## src/rtl/arm_pipe_pkg.sv

```systemverilog
// ----------------------------------------------------------------------------
// arm_pipe_pkg
//   Shared definitions for the ARM 5-stage pipeline registers.
//   - Field widths of the decoded ID->EX bundle (ALU command, status,
//     shifter operand, branch immediate, control vector).
//   - Bit positions inside the 5-bit control vector
//     {status_en, mem_read, mem_write, wb_en, branch}.
//   - edge_act_e: the single action a pipeline register performs on a
//     rising clock edge.
// ----------------------------------------------------------------------------
package arm_pipe_pkg;

    localparam int unsigned ALU_CMD_W  = 4;
    localparam int unsigned STATUS_W   = 4;
    localparam int unsigned SHIFT_OP_W = 12;
    localparam int unsigned BIMM_W     = 24;
    localparam int unsigned CTRL_W     = 5;

    localparam int unsigned CTRL_STATUS_EN = 4;
    localparam int unsigned CTRL_MEM_READ  = 3;
    localparam int unsigned CTRL_MEM_WRITE = 2;
    localparam int unsigned CTRL_WB_EN     = 1;
    localparam int unsigned CTRL_BRANCH    = 0;

    typedef enum logic [1:0] {
        LOAD   = 2'd0,
        HOLD   = 2'd1,
        BUBBLE = 2'd2,
        RESET  = 2'd3
    } edge_act_e;

endpackage

```

## src/rtl/pipe_field_reg.sv

```systemverilog
// ----------------------------------------------------------------------------
// pipe_field_reg
//   One field group of a pipeline register. Priority per rising edge:
//   rst > clear > hold > load.
//   Ports:
//     clk    in   clock, rising edge
//     rst    in   synchronous active-high reset, q <= 0
//     hold   in   keep current value
//     clear  in   load zero (pipeline bubble)
//     d      in   W-bit next value
//     q      out  W-bit registered value
// ----------------------------------------------------------------------------
module pipe_field_reg #(
    parameter int unsigned W = 1
) (
    input  logic         clk,
    input  logic         rst,
    input  logic         hold,
    input  logic         clear,
    input  logic [W-1:0] d,
    output logic [W-1:0] q
);

    logic [W-1:0] q_q;

    always_ff @(posedge clk) begin
        if (rst) begin
            q_q <= '0;
        end else if (clear) begin
            q_q <= '0;
        end else if (!hold) begin
            q_q <= d;
        end
    end

    assign q = q_q;

endmodule

```

## src/rtl/id_ex_pipe_reg.sv

```systemverilog
// ----------------------------------------------------------------------------
// id_ex_pipe_reg
//   ID->EX pipeline register of the ARM 5-stage core with hazard freeze,
//   branch flush (bubble), valid bit and control gating for invalid slots.
//   Priority per edge: rst > flush > freeze > load.
//
//   Optional: define ID_EX_PERF_EN to add saturating occupancy counters
//   (bubble_cnt, stall_cnt). Without it those ports and logic are absent.
//
//   Ports:
//     clk, rst              clock / synchronous active-high reset
//     freeze                hazard stall: hold every output
//     flush                 branch taken: load a bubble (all zeros)
//     valid_in              ID slot holds a real instruction
//     pc_in, reg1_in, reg2_in          DATA_W data fields
//     src1_in, src2_in, dest_in        REG_ADDR_W register indices
//     alu_cmd_in, status_in            4-bit ALU command / NZCV
//     ctrl_in               {status_en, mem_read, mem_write, wb_en, branch}
//     imm_in, shifter_operand_in, b_signed_imm_in   immediates
//     *_out                 registered copies, valid_out
//     bubble_cnt, stall_cnt CNT_W counters (ID_EX_PERF_EN only)
// ----------------------------------------------------------------------------
module id_ex_pipe_reg
    import arm_pipe_pkg::*;
#(
    parameter int unsigned DATA_W     = 32,
    parameter int unsigned REG_ADDR_W = 4
`ifdef ID_EX_PERF_EN
    ,
    parameter int unsigned CNT_W      = 16
`endif
) (
    input  logic                  clk,
    input  logic                  rst,
    input  logic                  freeze,
    input  logic                  flush,
    input  logic                  valid_in,
    input  logic [DATA_W-1:0]     pc_in,
    input  logic [DATA_W-1:0]     reg1_in,
    input  logic [DATA_W-1:0]     reg2_in,
    input  logic [REG_ADDR_W-1:0] src1_in,
    input  logic [REG_ADDR_W-1:0] src2_in,
    input  logic [REG_ADDR_W-1:0] dest_in,
    input  logic [ALU_CMD_W-1:0]  alu_cmd_in,
    input  logic [STATUS_W-1:0]   status_in,
    input  logic [CTRL_W-1:0]     ctrl_in,
    input  logic                  imm_in,
    input  logic [SHIFT_OP_W-1:0] shifter_operand_in,
    input  logic [BIMM_W-1:0]     b_signed_imm_in,
    output logic [DATA_W-1:0]     pc_out,
    output logic [DATA_W-1:0]     reg1_out,
    output logic [DATA_W-1:0]     reg2_out,
    output logic [REG_ADDR_W-1:0] src1_out,
    output logic [REG_ADDR_W-1:0] src2_out,
    output logic [REG_ADDR_W-1:0] dest_out,
    output logic [ALU_CMD_W-1:0]  alu_cmd_out,
    output logic [STATUS_W-1:0]   status_out,
    output logic [CTRL_W-1:0]     ctrl_out,
    output logic                  imm_out,
    output logic [SHIFT_OP_W-1:0] shifter_operand_out,
    output logic [BIMM_W-1:0]     b_signed_imm_out,
    output logic                  valid_out
`ifdef ID_EX_PERF_EN
    ,
    output logic [CNT_W-1:0]      bubble_cnt,
    output logic [CNT_W-1:0]      stall_cnt
`endif
);

    localparam int unsigned DATA_GRP_W = 3 * DATA_W;
    localparam int unsigned IDX_GRP_W  = 3 * REG_ADDR_W;
    localparam int unsigned OP_GRP_W   = ALU_CMD_W + STATUS_W + 1 + SHIFT_OP_W + BIMM_W;
    localparam int unsigned CTL_GRP_W  = CTRL_W + 1;

    edge_act_e act;
    logic      hold;
    logic      clear;
    logic [CTRL_W-1:0] ctrl_d;

    always_comb begin
        act = LOAD;
        if (rst) begin
            act = RESET;
        end else if (flush) begin
            act = BUBBLE;
        end else if (freeze) begin
            act = HOLD;
        end
    end

    assign hold  = (act == HOLD);
    assign clear = (act == BUBBLE);

    // An invalid slot must not write back, touch memory, update flags or branch.
    always_comb begin
        ctrl_d                 = '0;
        ctrl_d[CTRL_STATUS_EN] = ctrl_in[CTRL_STATUS_EN] & valid_in;
        ctrl_d[CTRL_MEM_READ]  = ctrl_in[CTRL_MEM_READ]  & valid_in;
        ctrl_d[CTRL_MEM_WRITE] = ctrl_in[CTRL_MEM_WRITE] & valid_in;
        ctrl_d[CTRL_WB_EN]     = ctrl_in[CTRL_WB_EN]     & valid_in;
        ctrl_d[CTRL_BRANCH]    = ctrl_in[CTRL_BRANCH]    & valid_in;
    end

    pipe_field_reg #(.W(DATA_GRP_W)) u_data_reg (
        .clk   (clk),
        .rst   (rst),
        .hold  (hold),
        .clear (clear),
        .d     ({pc_in, reg1_in, reg2_in}),
        .q     ({pc_out, reg1_out, reg2_out})
    );

    pipe_field_reg #(.W(IDX_GRP_W)) u_idx_reg (
        .clk   (clk),
        .rst   (rst),
        .hold  (hold),
        .clear (clear),
        .d     ({src1_in, src2_in, dest_in}),
        .q     ({src1_out, src2_out, dest_out})
    );

    pipe_field_reg #(.W(OP_GRP_W)) u_op_reg (
        .clk   (clk),
        .rst   (rst),
        .hold  (hold),
        .clear (clear),
        .d     ({alu_cmd_in, status_in, imm_in, shifter_operand_in, b_signed_imm_in}),
        .q     ({alu_cmd_out, status_out, imm_out, shifter_operand_out, b_signed_imm_out})
    );

    pipe_field_reg #(.W(CTL_GRP_W)) u_ctl_reg (
        .clk   (clk),
        .rst   (rst),
        .hold  (hold),
        .clear (clear),
        .d     ({valid_in, ctrl_d}),
        .q     ({valid_out, ctrl_out})
    );

`ifdef ID_EX_PERF_EN
    logic [CNT_W-1:0] bubble_q, bubble_d;
    logic [CNT_W-1:0] stall_q,  stall_d;

    // Counters saturate at all-ones rather than wrapping.
    always_comb begin
        bubble_d = bubble_q;
        stall_d  = stall_q;
        case (act)
            BUBBLE: begin
                if (bubble_q != '1) bubble_d = bubble_q + 1'b1;
            end
            LOAD: begin
                if (!valid_in && bubble_q != '1) bubble_d = bubble_q + 1'b1;
            end
            HOLD: begin
                if (stall_q != '1) stall_d = stall_q + 1'b1;
            end
            default: begin
                bubble_d = '0;
                stall_d  = '0;
            end
        endcase
    end

    always_ff @(posedge clk) begin
        if (rst) begin
            bubble_q <= '0;
            stall_q  <= '0;
        end else begin
            bubble_q <= bubble_d;
            stall_q  <= stall_d;
        end
    end

    assign bubble_cnt = bubble_q;
    assign stall_cnt  = stall_q;
`endif

endmodule
```

## config.mk

```make
export PLATFORM = sky130hd
export DESIGN_NAME = id_ex_pipe_reg
export DESIGN_NICKNAME = d
export VERILOG_FILES = /design/src/rtl/arm_pipe_pkg.sv /design/src/rtl/pipe_field_reg.sv /design/src/rtl/id_ex_pipe_reg.sv
export SDC_FILE = /design/constraint.sdc
export NUM_CORES = 1
export LEC_CHECK = 0
export BUFFER_PORTS_ARGS = -buffer_cell sky130_fd_sc_hd__buf_2
export CAP_MARGIN = 20
export CORE_AREA = 2 2 123 125
export DETAILED_ROUTE_END_ITERATION = 8
export DIE_AREA = 0 0 125 127
export HOLD_SLACK_MARGIN = 0.1
export PLACE_DENSITY_LB_ADDON = 0.12
export SLEW_MARGIN = 10
export SYNTH_ARGS = -nofsm -noshare
export SYNTH_HDL_FRONTEND = slang
export SYNTH_SLANG_ARGS = --single-unit
```

## constraint.sdc

```tcl
create_clock -name clk -period 0.8 [get_ports clk]
set_input_delay 0 -clock clk [delete_from_list [all_inputs] [get_ports clk]]
set_output_delay 0 -clock clk [all_outputs]
set_load 0.05 [all_outputs]
```

==> out/qor.yml, run 1 <==
status:
  status: "finished, violations left"
  violations: "setup timing"
power:
  p_comb_share_pct: 19.5
  pwr-share-clk_pct: 39.4
  intPower_mw: 15.2
  ir_worst_vdd_mv: 1.43
  p_total_mw: 20.6
  cellPowerDensity_nw_per_um2: 1760
  swShare_pct: 26.3
  p_switching_mw: 5.41
  seqPwrFrac_pct: 41.2
  leakage_nw: 5.52
yosys:
  synth_compound_area_share_pct: 0.436
  syn_inst: 519
  synth_top_family_by_area: "multiplexers"
  syn_nets: 682
  synth_seq_cells: 159
  seq_area_frac_synth_pct: 55.5
  syn-cell-area_um2: 5740
  muxShareOfSynthArea_pct: 26.9
  synth_xor_area_share_pct: 0
  yosysUniqueCellTypes: 13
  avgSynthCellArea_um2: 11.1
  synthAdderAreaFrac_pct: 0
  synthSimpleGateAreaFrac_pct: 11.2
  ys_warn_count: 0
worst_setup_path:
  ff2ff_path_depth: 3
  slowest_delay_ps: 370
  critPathKind: "reg2out"
  critPathRequiredTime_ps: 800
  cpMaxStageDelayCell: "dfxtp_2"
  cp.arrival_ps: 930
  endpoint_kind: "output pin"
  cp_top_family: "flip-flops"
  critPathMaxFanout: 2
  worstReg2RegStart: "u_op_reg.q[20]"
  worstPathCellList: "buf_8"
  ff2ff_setup_slack_ps: -100
  path_buf_inv: 1
  reg2reg_to: "u_op_reg.q[20]"
  start_kind: "register"
flow_run:
  drv_cap: 0
drt:
  drc_errors: 0
  vias: 5997
  drtPass1Iterations: 5
  drt-initial-drc-count: 289
  ant_nets: 0
  via_per_inst: 4.86
  drt-total-wl_um: 23400
  wl_per_cell_um: 19.0
sta:
  hold_violations: 0
  tightest_slew_ps: 362
  hold_ws_ps: 104
  clock.fmax_mhz: 1070
  setup_violations: 168
  fin_crit_sh_pct: 117
  max-slew-margin-rel_pct: 75.9
  layout_min_cycle_time_ps: 935
  skew_ps: 0
  maxSlewViolCount: 0
  fin_ws_ps: -135
  rsz0062_at_grt: "yes"
grt:
  grt_overflow: 0
  grt_pass1_vias: 6337
  antenna_found_initial: 3
  grt_max_degree: 78
  grt_pass1_wl_um: 33700
  grtUsageTotal_pct: 27.0
hold_path:
  hold_start: "freeze"
  hold_path.class: "in2reg"
  hold-path-endpoint: "u_op_reg.q[31]"
  hold_depth: 4
die:
  die_y_um: 127
  dieArea_um2: 15900
  core_um2: 14400
  ios: 322
  die_w_um: 125
  std_cell_rows: 44
  initial_core_util_pct: 39.8
placement:
  io_buffers: 321
  dp_hpwl_um: 11700
  place_area_um2: 7620
  gp_congestion: 0.797
  placedCellCount: 1003
finish:
  stdcell_area_um2: 11700
  final-instance-count-excl-fill: 1234
  final_common_cell: "buf_2"
  layout_common_cells: "buf_2 (161), dlygate4sd3_1 (159), dfxtp_2 (156), nor2_1 (154), buf_8 (147)"
  syn2layout_area_growth_pct: 104
  nets: 1198
  drive_gt1_share_pct: 54.6
clock_network:
  insertion_delay_ps: 400
  numCtsBuffers: 17
  htree_levels: 4
  cts_max_path_buffers: 2
  cts.clk_slew.worst_paths_ps: 60
  root_buffer: "clkbuf_16"
  cts_tree: "done"
  cts.sinks: 159
Yosys cell counts:
| library cell | n | area, um2 |
|---|---|---|
| or2_1 | 1 | 6.26 |
| mux2i_1 | 154 | 1540 |
| buf_8 | 10 | 150 |
| nand3b_1 | 5 | 37.5 |
| buf_4 | 15 | 113 |
| nor2_1 | 154 | 578 |
| buf_2 | 3 | 15.0 |
| dfxtp_1 | 159 | 3180 |
| a21oi_1 | 5 | 25.0 |
| buf_6 | 3 | 33.8 |
| buf_12 | 1 | 20.0 |
| nand2_1 | 5 | 18.8 |
| clkbuf_1 | 4 | 15.0 |
worst max-delay path by stage:
stage | endpoint | startpoint | slack, ps | cells after the start
6_report | b_signed_imm_out[17] | u_op_reg.q[17] | -130 | 1
5_1_grt | pc_out[10] | u_data_reg.q[74] | -160 | 1
4_1_cts | ctrl_out[4] | u_ctl_reg.q[4] | -150 | 1
3_5_place_dp | u_idx_reg.q[9] | freeze | -100 | 4
3_3_place_gp | u_data_reg.q[83] | freeze | -70 | 4
2_1_floorplan | u_data_reg.q[0] | rst | 30 | 5
power groups by stage:
| stage | Combinational (mW) | Sequential, mW | Clock, mW |
|---|---|---|---|
| 2_1_floorplan | 0.942 | 9.43 | 0 |
| 5_1_grt | 4.18 | 8.50 | 8.59 |
| 3_5_place_dp | 2.62 | 8.52 | 0 |
| 3_3_place_gp | 2.58 | 8.51 | 0 |
| 6_report | 4.01 | 8.48 | 8.11 |
| 4_1_cts | 3.70 | 8.45 | 8.20 |
through the flow:
| stage | util [%] | setup TNS (ps) | setup WS [ps] |
|---|---|---|---|
| 2_1_floorplan | - | 0 | 30.5 |
| 3_3_place_gp | 52.9 | -4970 | -67.9 |
| 3_5_place_dp | 52.9 | -8560 | -98.5 |
| 4_1_cts | 78.2 | -20250 | -152 |
| 5_1_grt | 81.3 | -23300 | -164 |
| 6_report | 81.3 | -17350 | -135 |
flip-flops by register name, indices dropped and copies added (netlist names):
register,count
u_idx_reg.q,12
u_op_reg.q,45
u_data_reg.q,96
u_ctl_reg.q,6
kinds of logic (layout without fill, tap and decap cells):
| kind of cell | count (synthesis) | after routing |
|---|---|---|
| flip-flops | 159 | 159 |
| AO/OA/AOI/OAI | 5 | 5 |
| buffers and inverters | 36 | 564 |
| multiplexers | 154 | 154 |
| AND/OR/NAND/NOR | 165 | 165 |
| other | 0 | 3 |
cell type report:
type,instances,area [um2]
Antenna cell,3,7.51
Multi-Input combinational cell,324,2260
Fill cell,748,2700
Sequential cell,159,3390
Clock inverter,12,144
Clock buffer,19,443
Timing Repair Buffer,533,5250
Tap cell,184,230
what timing repair did:
action	CTS	global route
pin swaps	0	6
endpoints found under the hold margin	159	0
endpoints found under the setup margin	159	166
buffers inserted	10	28
resized for setup	428	57
hold buffers	159	0
layer usage:
| metal | track usage (%) | vias up | wire length (um) |
|---|---|---|---|
| li1 | - | 2755 | - |
| met1 | 27.2 | 2877 | 8260 |
| met2 | 50.6 | 306 | 12700 |
| met3 | 8.12 | 59 | 1580 |
| met4 | 13.1 | 0 | 840 |
| met5 | 0 | - | 0 |
No activity file was read; power rests on OpenSTA's default activity.
==> inputs of run 2 (changes only) <==
--- a/config.mk
+++ b/config.mk
@@ -7,10 +7,11 @@
 export LEC_CHECK = 0
 export BUFFER_PORTS_ARGS = -buffer_cell sky130_fd_sc_hd__buf_2
 export CAP_MARGIN = 20
-export CORE_AREA = 2 2 123 125
+export CORE_AREA = 2 2 126 128
 export DETAILED_ROUTE_END_ITERATION = 8
-export DIE_AREA = 0 0 125 127
+export DIE_AREA = 0 0 128 130
 export HOLD_SLACK_MARGIN = 0.1
+export MAX_ROUTING_LAYER = met4
 export PLACE_DENSITY_LB_ADDON = 0.12
 export SLEW_MARGIN = 10
 export SYNTH_ARGS = -nofsm -noshare
==> constraint.sdc (replaced) <==
create_clock -name clk -period 1.1 [get_ports clk]
set_input_delay 0 -clock clk [delete_from_list [all_inputs] [get_ports clk]]
set_output_delay 0 -clock clk [all_outputs]
set_load 0.05 [all_outputs]
==> run 2 against run 1 <==
Against the previous run: the run now ends clean; die area grew 4.8%; core utilization shrank 18 points; sequential share of layout area grew 3.8 points; highest routed layer unchanged; flip-flop and latch count is the same; via count shrank 8.7%; wire length shrank 25%; critical path depth grew 4; largest power group unchanged.
==> out/qor.yml, run 2 (synthesis gave the netlist of run 1 again) <==
drt:
  vias: 5476  # was 5997
  via_per_inst: 4.53  # was 4.86
  drt-initial-drc-count: 176  # was 289
  drt-total-wl_um: 17500  # was 23400 um
  ant_nets: 0  # unchanged
  wl_per_cell_um: 14.4  # was 19.0 um
  drc_errors: 0  # unchanged
  drtPass1Iterations: 6  # was 5
finish:
  largest_reg_flops: 96  # unchanged
  drive_gt1_share_pct: 35.9  # was 54.6%
  nets: 1168  # was 1198
  stdcell_area_um2: 9720  # was 11700 um2
  diodes: 0  # was 3
  syn2layout_area_growth_pct: 69.5  # was 104%
  top_register: "u_data_reg.q"  # unchanged
  layout_common_cells: "buf_2 (320), dlygate4sd3_1 (167), dfxtp_1 (159), mux2i_1 (154), nor2_1 (154)"  # was buf_2 (161), dlygate4sd3_1 (159), dfxtp_2 (156), nor2_1 (154), buf_8 (147)
  final_common_cell: "buf_2"  # unchanged
  reg.largest.list: "u_data_reg.q x96, u_op_reg.q x45, u_idx_reg.q x12"  # unchanged
clock_network:
  numCtsBuffers: 17  # unchanged
  cts_tree: "done"  # unchanged
  cts_max_path_buffers: 2  # unchanged
  cts.clk_slew.worst_paths_ps: 60  # about the same
  htree_levels: 4  # unchanged
  insertion_delay_ps: 410  # was 400 ps
  cts.sinks: 159  # unchanged
  root_buffer: "clkbuf_16"  # unchanged
worst_setup_path:
  critPathKind: "in2reg"  # was reg2out
  ff2ff_setup_slack_ps: 440  # was -100 ps
  critPathRequiredTime_ps: 1460  # was 800 ps
  endpoint_kind: "register"  # was output pin
  startpoint: "flush"  # was u_op_reg.q[17]
  cp.arrival_ps: 1450  # was 930 ps
  start_kind: "input pin"  # was register
  worstReg2RegStart: "u_data_reg.q[38]"  # was u_op_reg.q[20]
  critPathMaxFanout: 63  # was 2
die:
  initial_core_util_pct: 37.2  # was 39.8%
  die_w_um: 128  # was 125 um
  core_um2: 15400  # was 14400 um2
  std_cell_rows: 46  # was 44
  ios: 322  # unchanged
  dieArea_um2: 16600  # was 15900 um2
  die_y_um: 130  # was 127 um
sta:
  clock.fmax_mhz: 916
  skew_ps: 0  # unchanged
  fin_tns_setup_ps: 0  # was -17350 ps
  hold_violations: 0  # unchanged
  maxSlewViolCount: 0  # unchanged
  setup_violations: 0  # was 168
  tightest_slew_ps: 334  # was 362 ps
  max-slew-margin-rel_pct: 77.7  # was 75.9%
  rsz0062_at_grt: "no"  # was yes
  layout_min_cycle_time_ps: 1090
  fin_crit_sh_pct: 99.3
power:
  seqPwrFrac_pct: 42.6  # was 41.2%
  cellPowerDensity_nw_per_um2: 1460  # was 1760 nW/um2
  pwr-share-clk_pct: 40.4  # was 39.4%
  p_switching_mw: 3.69  # was 5.41 mW
  swShare_pct: 26.0  # was 26.3%
  p_comb_share_pct: 16.9  # was 19.5%
  ir_worst_vdd_mv: 1.05  # was 1.43 mV
  leakage_nw: 4.99  # was 5.52 nW
  intPower_mw: 10.5  # was 15.2 mW
grt:
  grt_overflow: 0  # unchanged
  grtUsageTotal_pct: 20.7  # was 27.0%
  grt_pass1_wl_um: 26300  # was 33700 um
  grt_pass1_vias: 5485  # was 6337
  grt_max_degree: 64  # was 78
  antenna_found_initial: 0  # was 3
hold_path:
  hold_start: "freeze"  # unchanged
  hold_path.class: "in2reg"  # unchanged
placement:
  io_buffers: 321  # unchanged
  dp_hpwl_um: 11400  # was 11700 um
  gp_congestion: 0.786  # was 0.797
  place_area_um2: 7430  # was 7620 um2
status:
  status: "finished, final reports clean"  # was finished, violations left
flow_run:
  drv_cap: 0  # unchanged
## run 2: worst max-delay path, stage by stage
cell	delay, ps
dlygate4sd3_1	540
buf_2	140
or2_4	340
buf_12	230
nor2_1	160
## run 2: routing by layer
metal / vias up / track usage, % / wire length (um)
met1: 2526 / 22.1 / 7040
met5: - / - / 0
met4: 0 / 9.11 / 428
met2: 226 / 35.8 / 8820
met3: 38 / 6.23 / 1200
li1: 2686 / - / -
## run 2: area by class of cell
type	count	area [um2]
multi-input combinational	325	2220
tap	192	240
timing repair buffer	502	3500
clock inverter	9	110
fill	1250	5700
sequential	159	3180
clock buffer	23	468
## run 2: path summary, 6_finish.rpt
check                     endpoint  cells after the start
hold / removal      u_ctl_reg.q[4]                      4
setup reg to reg  u_data_reg.q[38]                      2
hold reg to reg     u_ctl_reg.q[1]                      2
setup / recovery  u_data_reg.q[27]                      5
## run 2: through the flow
step | worst slack, ps | instances | total power [mW] | utilization, % | hold WS, ps
2_1_floorplan | 207 | 519 | 7.50 | - | 144
3_3_place_gp | 194 | 1009 | 8.03 | 48.2 | 227
3_5_place_dp | 153 | 1009 | 8.06 | 48.2 | 236
4_1_cts | 34.0 | 1208 | 14.3 | 62.8 | 103
5_1_grt | 1.69 | 1210 | 14.8 | 63.0 | 116
6_report | 8.08 | 1210 | 14.2 | 63.0 | 124
## run 2: repair_timing
action                                  in CTS  in global routing
hold endpoints to repair                   159                  0
buffers inserted                             0                  0
endpoints found under the setup margin       0                  1
hold buffers                               167                  0
resized for setup                            0                  1
## run 2: power by group through the flow
stage	sequential (mW)	combinational, mW	clock [mW]
after floorplan	6.82	0.685	0
after global placement	6.16	1.87	0
after detailed placement	6.16	1.90	0
after CTS	6.04	2.37	5.89
after global routing	6.06	2.55	6.15
final	6.04	2.40	5.73
==> inputs of run 3 (changes only) <==
==> constraint.sdc (replaced) <==
create_clock -name clk -period 1.38 [get_ports clk]
set_input_delay 0 -clock clk [delete_from_list [all_inputs] [get_ports clk]]
set_output_delay 0 -clock clk [all_outputs]
set_load 0.05 [all_outputs]
==> run 3 against run 2 <==
Against the previous run: global-route usage rose by 0.061 points; die area did not move; largest power group is now the clock network; cell area rose by 0.67%.
==> out/qor.yml, run 3 (synthesis gave the netlist of run 1 again) <==
grt:
  grt_pass1_vias: 5519  # was 5485
  grt_max_degree: 64  # unchanged
  antenna_found_initial: 0  # unchanged
  grtUsageTotal_pct: 20.8  # was 20.7%
  grt_overflow: 0  # unchanged
  grt_pass1_wl_um: 26600  # was 26300 um
sta:
  setup_violations: 0  # unchanged
  layout_min_cycle_time_ps: 1230
  skew_ps: 0  # unchanged
  tightest_slew_ps: 531  # was 334 ps
  clock.fmax_mhz: 815
  rsz0062_at_grt: "no"  # unchanged
  max-slew-margin-rel_pct: 64.6  # was 77.7%
  hold_violations: 0  # unchanged
  fin_tns_setup_ps: 0  # unchanged
  fin_crit_sh_pct: 88.9
  maxSlewViolCount: 0  # unchanged
clock_network:
  cts.clk_slew.worst_paths_ps: 60  # about the same
  root_buffer: "clkbuf_16"  # unchanged
  cts.sinks: 159  # unchanged
  htree_levels: 4  # unchanged
  numCtsBuffers: 17  # unchanged
  post-cts-setup-buffer-count: 0  # unchanged
  cts_tree: "done"  # unchanged
  cts_max_path_buffers: 2  # unchanged
  insertion_delay_ps: 420  # was 410 ps
status:
  status: "finished, final reports clean"  # unchanged
worst_setup_path:
  startpoint: "u_data_reg.q[69]"  # was flush
  critPathKind: "reg2reg"  # was in2reg
  worstReg2RegStart: "u_data_reg.q[69]"  # was u_data_reg.q[38]
  reg2reg_to: "u_data_reg.q[69]"  # was u_data_reg.q[38]
  endpoint_kind: "register"  # unchanged
  ff2ff_setup_slack_ps: 150  # was 440 ps
  cp-endpoint: "u_data_reg.q[69]"  # was u_data_reg.q[27]
  start_kind: "register"  # was input pin
  critPathRequiredTime_ps: 1670  # was 1460 ps
  cp.arrival_ps: 1520  # was 1450 ps
  critPathMaxFanout: 2  # was 63
  ff2ff_path_depth: 3  # was 2
die:
  std_cell_rows: 46  # unchanged
  dieArea_um2: 16600  # unchanged
  die_w_um: 128  # unchanged
  initial_core_util_pct: 37.2  # unchanged
  ios: 322  # unchanged
  core_um2: 15400  # unchanged
  die_y_um: 130  # unchanged
drt:
  wl_per_cell_um: 14.2  # was 14.4 um
  ant_nets: 0  # unchanged
  drtPass1Iterations: 4  # was 6
  drt-initial-drc-count: 147  # was 176
  vias: 5443  # was 5476
  drc_errors: 0  # unchanged
  via_per_inst: 4.49  # was 4.53
  drt-total-wl_um: 17300  # was 17500 um
hold_path:
  hold_path.class: "in2reg"  # unchanged
  hold_depth: 3  # was 4
  hold_start: "freeze"  # unchanged
placement:
  dp_hpwl_um: 11300  # was 11400 um
  io_buffers: 321  # unchanged
  gp_congestion: 0.801  # was 0.786
power:
  ir_worst_vdd_mv: 0.879  # was 1.05 mV
  p_total_mw: 11.8  # was 14.2 mW
  cellPowerDensity_nw_per_um2: 1200  # was 1460 nW/um2
  leakage_nw: 5.01  # was 4.99 nW
finish:
  nets: 1170  # was 1168
  top_register: "u_data_reg.q"  # unchanged
  largest_reg_flops: 96  # unchanged
  drive_gt1_share_pct: 35.8  # was 35.9%
  final_common_cell: "buf_2"  # unchanged
  final-seq-area_um2: 3180  # unchanged
  reg.largest.list: "u_data_reg.q x96, u_op_reg.q x45, u_idx_reg.q x12"  # unchanged
  fill_cells: 1244  # was 1250
  multi_input_area_um2: 2210  # was 2220 um2
  diodes: 0  # unchanged
  postLayoutCoreUtil_pct: 63.4  # was 63.0%
  syn2layout_area_growth_pct: 70.6  # was 69.5%
  layout_common_cells: "buf_2 (320), dlygate4sd3_1 (173), dfxtp_1 (159), mux2i_1 (154), nor2_1 (154)"  # was buf_2 (320), dlygate4sd3_1 (167), dfxtp_1 (159), mux2i_1 (154), nor2_1 (154)
flow_run:
  drv_cap: 0  # unchanged
==> run 3: area by class of cell <==
cell class / instances / share of cell area (%)
clock buffer: 20 / 4.77
tap: 192 / 2.45
multi-input combinational: 324 / 22.6
sequential: 159 / 32.5
timing repair buffer: 505 / 35.8
clock inverter: 12 / 1.87
==> run 3: where the power goes <==
part	total, mW	switching (mW)	internal [mW]
Clock	5.07	1.89	3.18
Combinational	1.91	1.05	0.853
Sequential	4.82	0.0744	4.74
==> run 3: through the flow <==
| step | hold slack [ps] | cells | setup slack (ps) | cell area (um2) |
|---|---|---|---|---|
| 2_1_floorplan | 144 | 519 | 487 | 5740 |
| 3_3_place_gp | 229 | 1007 | 296 | 7410 |
| 3_5_place_dp | 236 | 1007 | 239 | 7410 |
| 4_1_cts | 100 | 1212 | 220 | 9790 |
| 5_1_grt | 115 | 1212 | 133 | 9790 |
| 6_report | 111 | 1212 | 153 | 9790 |
==> run 3: worst min path at each step <==
stage | end | slack [ps]
finish | u_data_reg.q[44] | 110
global route | u_data_reg.q[44] | 110
CTS | u_data_reg.q[62] | 100
detailed placement | u_op_reg.q[15] | 240
global placement | u_op_reg.q[27] | 230
floorplan | u_ctl_reg.q[5] | 140
==> run 3: worst max-delay path, stage by stage, from the launching register on <==
cell	delay (ps)
dfxtp_1	310
mux2i_1	160
dlygate4sd3_1	590
nor2_1	40
==> run 3: layer usage <==
layer  wire length (um)  share of wire, %  GRT usage (%)  up-vias
li1                   -                 -              -     2692
met1               7050                41           22.4     2505
met2               8670                50           36.5      216
met3               1150               6.7           5.58       30
met4                390               2.3           8.53        0
met5                  0                 0              -        -
==> run 3: repair_timing <==
action,CTS,global route
setup endpoints to repair,0,0
hold buffers,173,0
endpoints found under the hold margin,159,0
resized for setup,0,0
